==> src/rtl/legv8_pkg.sv <==
// rtl/legv8_pkg.sv - LEGv8 register-file constants and writeback entry type
package legv8_pkg;

  localparam int REG_ADDR_W = 5;
  localparam int REG_DATA_W = 64;
  localparam int XZR_IDX    = 31;

  typedef struct packed {
    logic [REG_ADDR_W-1:0] rd;
    logic [REG_DATA_W-1:0] data;
  } wb_entry_t;

endpackage

==> src/rtl/wb_result_fifo.sv <==
// rtl/wb_result_fifo.sv - in-order result queue exposing every entry oldest-first
module wb_result_fifo #(
  parameter int DATA_W = 64,
  parameter int ADDR_W = 5,
  parameter int DEPTH  = 4
) (
  input  logic                           clk,
  input  logic                           rst_n,
  input  logic                           push_i,
  input  logic [ADDR_W-1:0]              push_rd_i,
  input  logic [DATA_W-1:0]              push_data_i,
  input  logic                           pop_i,
  output logic                           full_o,
  output logic                           empty_o,
  output logic [DEPTH-1:0]               ord_valid_o,
  output logic [DEPTH-1:0][ADDR_W-1:0]   ord_rd_o,
  output logic [DEPTH-1:0][DATA_W-1:0]   ord_data_o
);

  localparam int PTR_W = $clog2(DEPTH);
  localparam int CNT_W = PTR_W + 1;

  logic [DEPTH-1:0][ADDR_W-1:0] rd_q;
  logic [DEPTH-1:0][DATA_W-1:0] data_q;
  logic [PTR_W-1:0]             wr_ptr_q, wr_ptr_d;
  logic [PTR_W-1:0]             rd_ptr_q, rd_ptr_d;
  logic [CNT_W-1:0]             count_q, count_d;
  logic                         do_push, do_pop;

  assign full_o  = (count_q == CNT_W'(DEPTH));
  assign empty_o = (count_q == '0);
  assign do_push = push_i & ~full_o;
  assign do_pop  = pop_i & ~empty_o;

  // DEPTH is a power of two, so plain pointer increment wraps modulo DEPTH.
  always_comb begin
    wr_ptr_d = wr_ptr_q;
    rd_ptr_d = rd_ptr_q;
    count_d  = count_q;
    if (do_push) wr_ptr_d = wr_ptr_q + 1'b1;
    if (do_pop)  rd_ptr_d = rd_ptr_q + 1'b1;
    case ({do_push, do_pop})
      2'b10:   count_d = count_q + 1'b1;
      2'b01:   count_d = count_q - 1'b1;
      default: count_d = count_q;
    endcase
  end

  always_ff @(posedge clk) begin
    if (!rst_n) begin
      wr_ptr_q <= '0;
      rd_ptr_q <= '0;
      count_q  <= '0;
    end else begin
      wr_ptr_q <= wr_ptr_d;
      rd_ptr_q <= rd_ptr_d;
      count_q  <= count_d;
    end
  end

  // Payload needs no reset: validity comes from count_q alone.
  always_ff @(posedge clk) begin
    if (do_push) begin
      rd_q[wr_ptr_q]   <= push_rd_i;
      data_q[wr_ptr_q] <= push_data_i;
    end
  end

  always_comb begin
    ord_valid_o = '0;
    ord_rd_o    = '0;
    ord_data_o  = '0;
    for (int k = 0; k < DEPTH; k++) begin
      ord_valid_o[k] = (CNT_W'(k) < count_q);
      ord_rd_o[k]    = rd_q[rd_ptr_q + PTR_W'(k)];
      ord_data_o[k]  = data_q[rd_ptr_q + PTR_W'(k)];
    end
  end

endmodule

==> src/rtl/reg_writeback_unit.sv <==
// rtl/reg_writeback_unit.sv - arbitrates ALU/load results into the register file write port
module reg_writeback_unit
  import legv8_pkg::*;
#(
  parameter int DATA_W   = REG_DATA_W,
  parameter int ADDR_W   = REG_ADDR_W,
  parameter int DEPTH    = 4,
  parameter int ZERO_REG = XZR_IDX
) (
  input  logic              clk,
  input  logic              rst_n,
  input  logic              alu_valid,
  output logic              alu_ready,
  input  logic [ADDR_W-1:0] alu_rd,
  input  logic [DATA_W-1:0] alu_data,
  input  logic              mem_valid,
  output logic              mem_ready,
  input  logic [ADDR_W-1:0] mem_rd,
  input  logic [DATA_W-1:0] mem_data,
  input  logic              wb_hold,
  output logic              REG_WRITE,
  output logic [ADDR_W-1:0] write_reg,
  output logic [DATA_W-1:0] writeData,
  input  logic [ADDR_W-1:0] look_a_rd,
  output logic              look_a_hit,
  output logic [DATA_W-1:0] look_a_data,
  input  logic [ADDR_W-1:0] look_b_rd,
  output logic              look_b_hit,
  output logic [DATA_W-1:0] look_b_data,
  output logic              wb_empty
);

  localparam logic [ADDR_W-1:0] XZR = ADDR_W'(ZERO_REG);

  logic                         full, empty;
  logic                         mem_fire, alu_fire, push, pop;
  logic [ADDR_W-1:0]            sel_rd;
  logic [DATA_W-1:0]            sel_data;
  logic [DEPTH-1:0]             ord_valid;
  logic [DEPTH-1:0][ADDR_W-1:0] ord_rd;
  logic [DEPTH-1:0][DATA_W-1:0] ord_data;

  // Load wins a collision; ready is based on occupancy before this cycle's pop.
  assign mem_ready = rst_n & ~full;
  assign alu_ready = rst_n & ~full & ~mem_valid;
  assign mem_fire  = mem_valid & mem_ready;
  assign alu_fire  = alu_valid & alu_ready;
  assign sel_rd    = mem_fire ? mem_rd   : alu_rd;
  assign sel_data  = mem_fire ? mem_data : alu_data;
  assign push      = (mem_fire | alu_fire) & (sel_rd != XZR);

  assign REG_WRITE = rst_n & ~empty & ~wb_hold;
  assign pop       = REG_WRITE;
  assign write_reg = (rst_n & ~empty) ? ord_rd[0]   : '0;
  assign writeData = (rst_n & ~empty) ? ord_data[0] : '0;
  assign wb_empty  = ~rst_n | empty;

  wb_result_fifo #(
    .DATA_W (DATA_W),
    .ADDR_W (ADDR_W),
    .DEPTH  (DEPTH)
  ) u_fifo (
    .clk         (clk),
    .rst_n       (rst_n),
    .push_i      (push),
    .push_rd_i   (sel_rd),
    .push_data_i (sel_data),
    .pop_i       (pop),
    .full_o      (full),
    .empty_o     (empty),
    .ord_valid_o (ord_valid),
    .ord_rd_o    (ord_rd),
    .ord_data_o  (ord_data)
  );

  // Scan oldest to youngest so the last match left standing is the youngest.
  always_comb begin
    look_a_hit  = 1'b0;
    look_a_data = '0;
    look_b_hit  = 1'b0;
    look_b_data = '0;
    for (int k = 0; k < DEPTH; k++) begin
      if (rst_n && ord_valid[k] && ord_rd[k] == look_a_rd && look_a_rd != XZR) begin
        look_a_hit  = 1'b1;
        look_a_data = ord_data[k];
      end
      if (rst_n && ord_valid[k] && ord_rd[k] == look_b_rd && look_b_rd != XZR) begin
        look_b_hit  = 1'b1;
        look_b_data = ord_data[k];
      end
    end
  end

endmodule

==> config.mk <==
export PLATFORM = sky130hd
export DESIGN_NAME = reg_writeback_unit
export DESIGN_NICKNAME = d
export VERILOG_FILES = /design/src/rtl/legv8_pkg.sv /design/src/rtl/wb_result_fifo.sv /design/src/rtl/reg_writeback_unit.sv
export SDC_FILE = /design/constraint.sdc
export NUM_CORES = 1
export LEC_CHECK = 0
export CORE_ASPECT_RATIO = 1.25
export CORE_UTILIZATION = 55
export DETAILED_ROUTE_END_ITERATION = 7
export PLACE_DENSITY = 0.83
export SYNTH_ARGS = -nofsm -noshare
export SYNTH_HDL_FRONTEND = slang
export SYNTH_SLANG_ARGS = --single-unit
==> constraint.sdc <==
create_clock -name clk -period 5.4 [get_ports clk]
set_input_delay 1.35 -clock clk [delete_from_list [all_inputs] [get_ports clk]]
set_output_delay 1.35 -clock clk [all_outputs]
set_load 0.01 [all_outputs]
==> results of run 1 <==
-- power by group through the flow --
| stage | Clock (mW) | Combinational (mW) | Sequential [mW] |
|---|---|---|---|
| CTS | 1.83 | 1.68 | 2.61 |
| global placement | 0 | 1.63 | 2.64 |
| floorplan | 0 | 1.07 | 2.63 |
| global route | 1.91 | 1.83 | 2.61 |
| finish | 1.81 | 1.72 | 2.60 |
| detailed placement | 0 | 1.67 | 2.66 |
-- per-layer routing --
| metal | vias up | track usage |
|---|---|---|
| met4 | 2 | 0.189 |
| li1 | 7826 | - |
| met3 | 245 | 0.0529 |
| met2 | 992 | 0.561 |
| met1 | 8385 | 0.376 |
| met5 | - | 0 |
-- path summary, 6_finish.rpt --
path                            slack, ns               start  cells after the start                 end
worst max-delay path                 0.02        look_a_rd[3]                     10          look_a_hit
worst min-delay path                 0.57  u_fifo.wr_ptr_q[1]                      2  u_fifo.wr_ptr_q[1]
worst max register to register       1.96   u_fifo.count_q[0]                      9  u_fifo.data_q[119]
worst min register to register       0.57  u_fifo.wr_ptr_q[1]                      2  u_fifo.wr_ptr_q[1]
-- layout by cell type (no fill, tap or decap), types with 4 or more instances in the layout --
cell	count
a211oi_2	15
a21oi_1	114
a221oi_1	51
a221oi_2	70
and2_1	8
and2_4	4
buf_12	32
buf_4	91
buf_6	9
clkbuf_16	27
clkdlybuf4s50_1	221
clkinv_1	7
dfxtp_1	5
dlygate4sd2_1	123
dlymetal6s2s_1	7
edfxtp_1	276
ha_1	9
inv_1	10
inv_6	4
mux2_2	186
mux2i_1	206
mux2i_2	4
mux4_2	43
nand2_1	133
nand2b_1	48
nor2_1	122
nor2b_1	75
nor3_1	22
o21ai_0	116
o221ai_1	58
xnor2_1	31
xnor2_2	4
xor2_1	5
-- registers in the layout, summed over array words and instances, names as in the netlist --
register and flops:
u_fifo.data_q 256, u_fifo.rd_q 20, u_fifo.count_q 3, u_fifo.rd_ptr_q 2, u_fifo.wr_ptr_q 2
-- cell families after synthesis --
kind of cell,after synthesis
AO/OA/AOI/OAI,449
multiplexers,439
AND/OR/NAND/NOR,439
flip-flops,283
buffers and inverters,186
XOR/XNOR,40
adder cells (fa/ha/maj),9
-- critical path: stages --
cell and delay [ns]:
clkdlybuf4s50_1 0.52, nand4_1 0.13, or2_2 0.34, buf_4 0.15
nand4_2 0.18, o21ai_4 0.09, buf_12 0.14, bufbuf_16 0.29
or3_1 0.32, clkdlybuf4s50_1 0.51
-- stage by stage --
stage | util | area [um^2] | hold WS [ns] | setup TNS (ns)
CTS | 0.704 | 26200 | 0.570 | 0
global placement | 0.680 | 25300 | 0.543 | -54.02
global route | 0.708 | 26300 | 0.596 | -0.0607
floorplan | - | 20700 | 0.528 | 0
detailed placement | 0.680 | 25300 | 0.560 | -55.65
finish | 0.708 | 26300 | 0.567 | 0
-- area by class of cell --
type	count	area (um^2)	area share
clock buffer	29	683	0.0260
multi-input combinational	1377	11500	0.436
inverter	11	46.3	0.00176
clock inverter	19	138	0.00523
tap	486	608	0.0231
timing repair buffer	490	4930	0.188
sequential	283	8440	0.321
-- timing repair --
item                       in CTS  in global routing
hold buffers                    0                  0
pin swaps                       7                  6
buffers inserted                3                  9
resized for setup             144                 24
setup endpoints to repair     130                 56
cloned                          4                  0
==> results.md, run 1 <==
- Status: finished, final reports clean
- CP arrival: a little over 4 ns
- GRT Overall Usage: 0.323
- Routed WL: 63300 um
- Main combinational cell family by area after synthesis: multiplexers
- PortBufs: approximately 360
- # IOs: between 300 and 400
- Crit-path max FO: 11
- TritonCTS clock tree: built
- Initial antenna violation count: 1
- DR vias: around 17000
- Overall power: around 6.1 mW
- Net Sw Frac: 0.297
- Synth cell types: 57
- Clock share of power: 0.295
- Mean routed wirelength per cell: 23.5 um
- Largest net degree at the start of global routing: roughly 130
- Chip Width: 175 um
- Hold WC Path Type: reg2reg
- Met2 Wirelength: approximately 31000 um
- Vias in the first global route: 17600
- Max clock buf depth: 3
- Antenna cells: 0
- DR WL met3: 5470 um
- Worst-path clk slew: around 0.060 ns
- Fillcell total: roughly 2600
- # nets final: around 2400
- DRC: 0
- Sequential share of power: 0.425
- Final hold vios: 0
- Post-synth ARST share: 0
- Ys flop type: edfxtp_1
- Adder-Cell Fraction of Synth Area: 0.00545
- Cell row count: 79
- Via density: around 6.5
- Post-synth top area share: 0.401
- CTS buffer count: 27
- RSZ-0062 raised after global routing: yes
- Simple-gate share of the synthesized area: 0.102
- Clock Latency Late Sink: around 0.57 ns
- Die area: between 30000 and 40000 um^2
- Die Span Y: 219 um
- Most common cell in the netlist: edfxtp_1
- Most common library cells after synthesis: edfxtp_1, mux2i_1, mux2_2
- Internal power: between 4 and 5 mW
- Post-layout minimum cycle time: about 5.4 ns
- Critical path endpoint category: output pin
- Final setup violation count: 0
- Data required, critical path: between 4 and 5 ns
- Detail Placement HPWL: 43900 um
- Slew @ Worst Pin: roughly 1.2 ns
- Comb pwr share: 0.280
- DR pass1 iterations: 6
- Core Area: 37200 um^2
- Leak: approximately 9.9 nW
- 1st-iter DRT viols: around 1700
- Clk_skew: about 0.015 ns
- Slew Viols, Final: 0
- PwrDens: around 230 nW/um^2
- Initial core utilization: 0.556
- Final GP Congestion: roughly 0.93
- Largest area contributor in the netlist: edfxtp_1
- Dpl cells: about 2600
- Non-filler instance count after layout: around 2700
- Synth Warn #: 0
- Fin worst setup slack: 0.0206 ns
- Post-synthesis sequential area ratio: 0.408
- ANT nets after route: 0
- Routed met1 length: around 23000 um
- Xor-xnor portion of the synthesized cell area: 0.0169
- Mapped Nets: about 2000
- Cell count after synthesis: 1845
- Period utilization: 0.996
- Slew headroom: 0.192
- Net load switching power: 1.82 mW
- H-tree depth: 1
- Synth top area cells: edfxtp_1, mux2_2, mux2i_1, a221oi_2, mux4_2
- CTS sink count: between 200 and 300
- Max Cap Viol: 0
- #FFs+latches synth: 283
- Top Layer Used: met5
- Layout cells sized above 1: 0.243
- Synth Area in Compound Gates: 0.171
- P&R area growth vs syn: 27.3%
- CP Launch Type: input pin
- Pre-CTS WS: -0.583 ns
- Mapped Area: just over 20000 um^2
- Avg Cell Area, Syn: approximately 11 um^2
- First-pass GRT wire length: ~96000 um
- Mux contribution to synthesized area: 0.251
- Achievable clock frequency: ~190 MHz
- VDD IR-drop max: between 0.0002 and 0.00025 V
- CP Class: in2out
- Grt ovf: 0
- Number of synthesized flops with an enable pin: approximately 280
- Root Buffer: clkbuf_16
Power figures use the tool's default switching activity.
==> run 2, diff against run 1 <==
--- a/config.mk
+++ b/config.mk
@@ -6,6 +6,7 @@
 export NUM_CORES = 1
 export LEC_CHECK = 0
 export CORE_ASPECT_RATIO = 1.25
+export CORE_MARGIN = 1
 export CORE_UTILIZATION = 55
 export DETAILED_ROUTE_END_ITERATION = 7
 export PLACE_DENSITY = 0.83
==> results of run 2 <==
The final DEF is identical to that of run 1; final timing and power are the same.
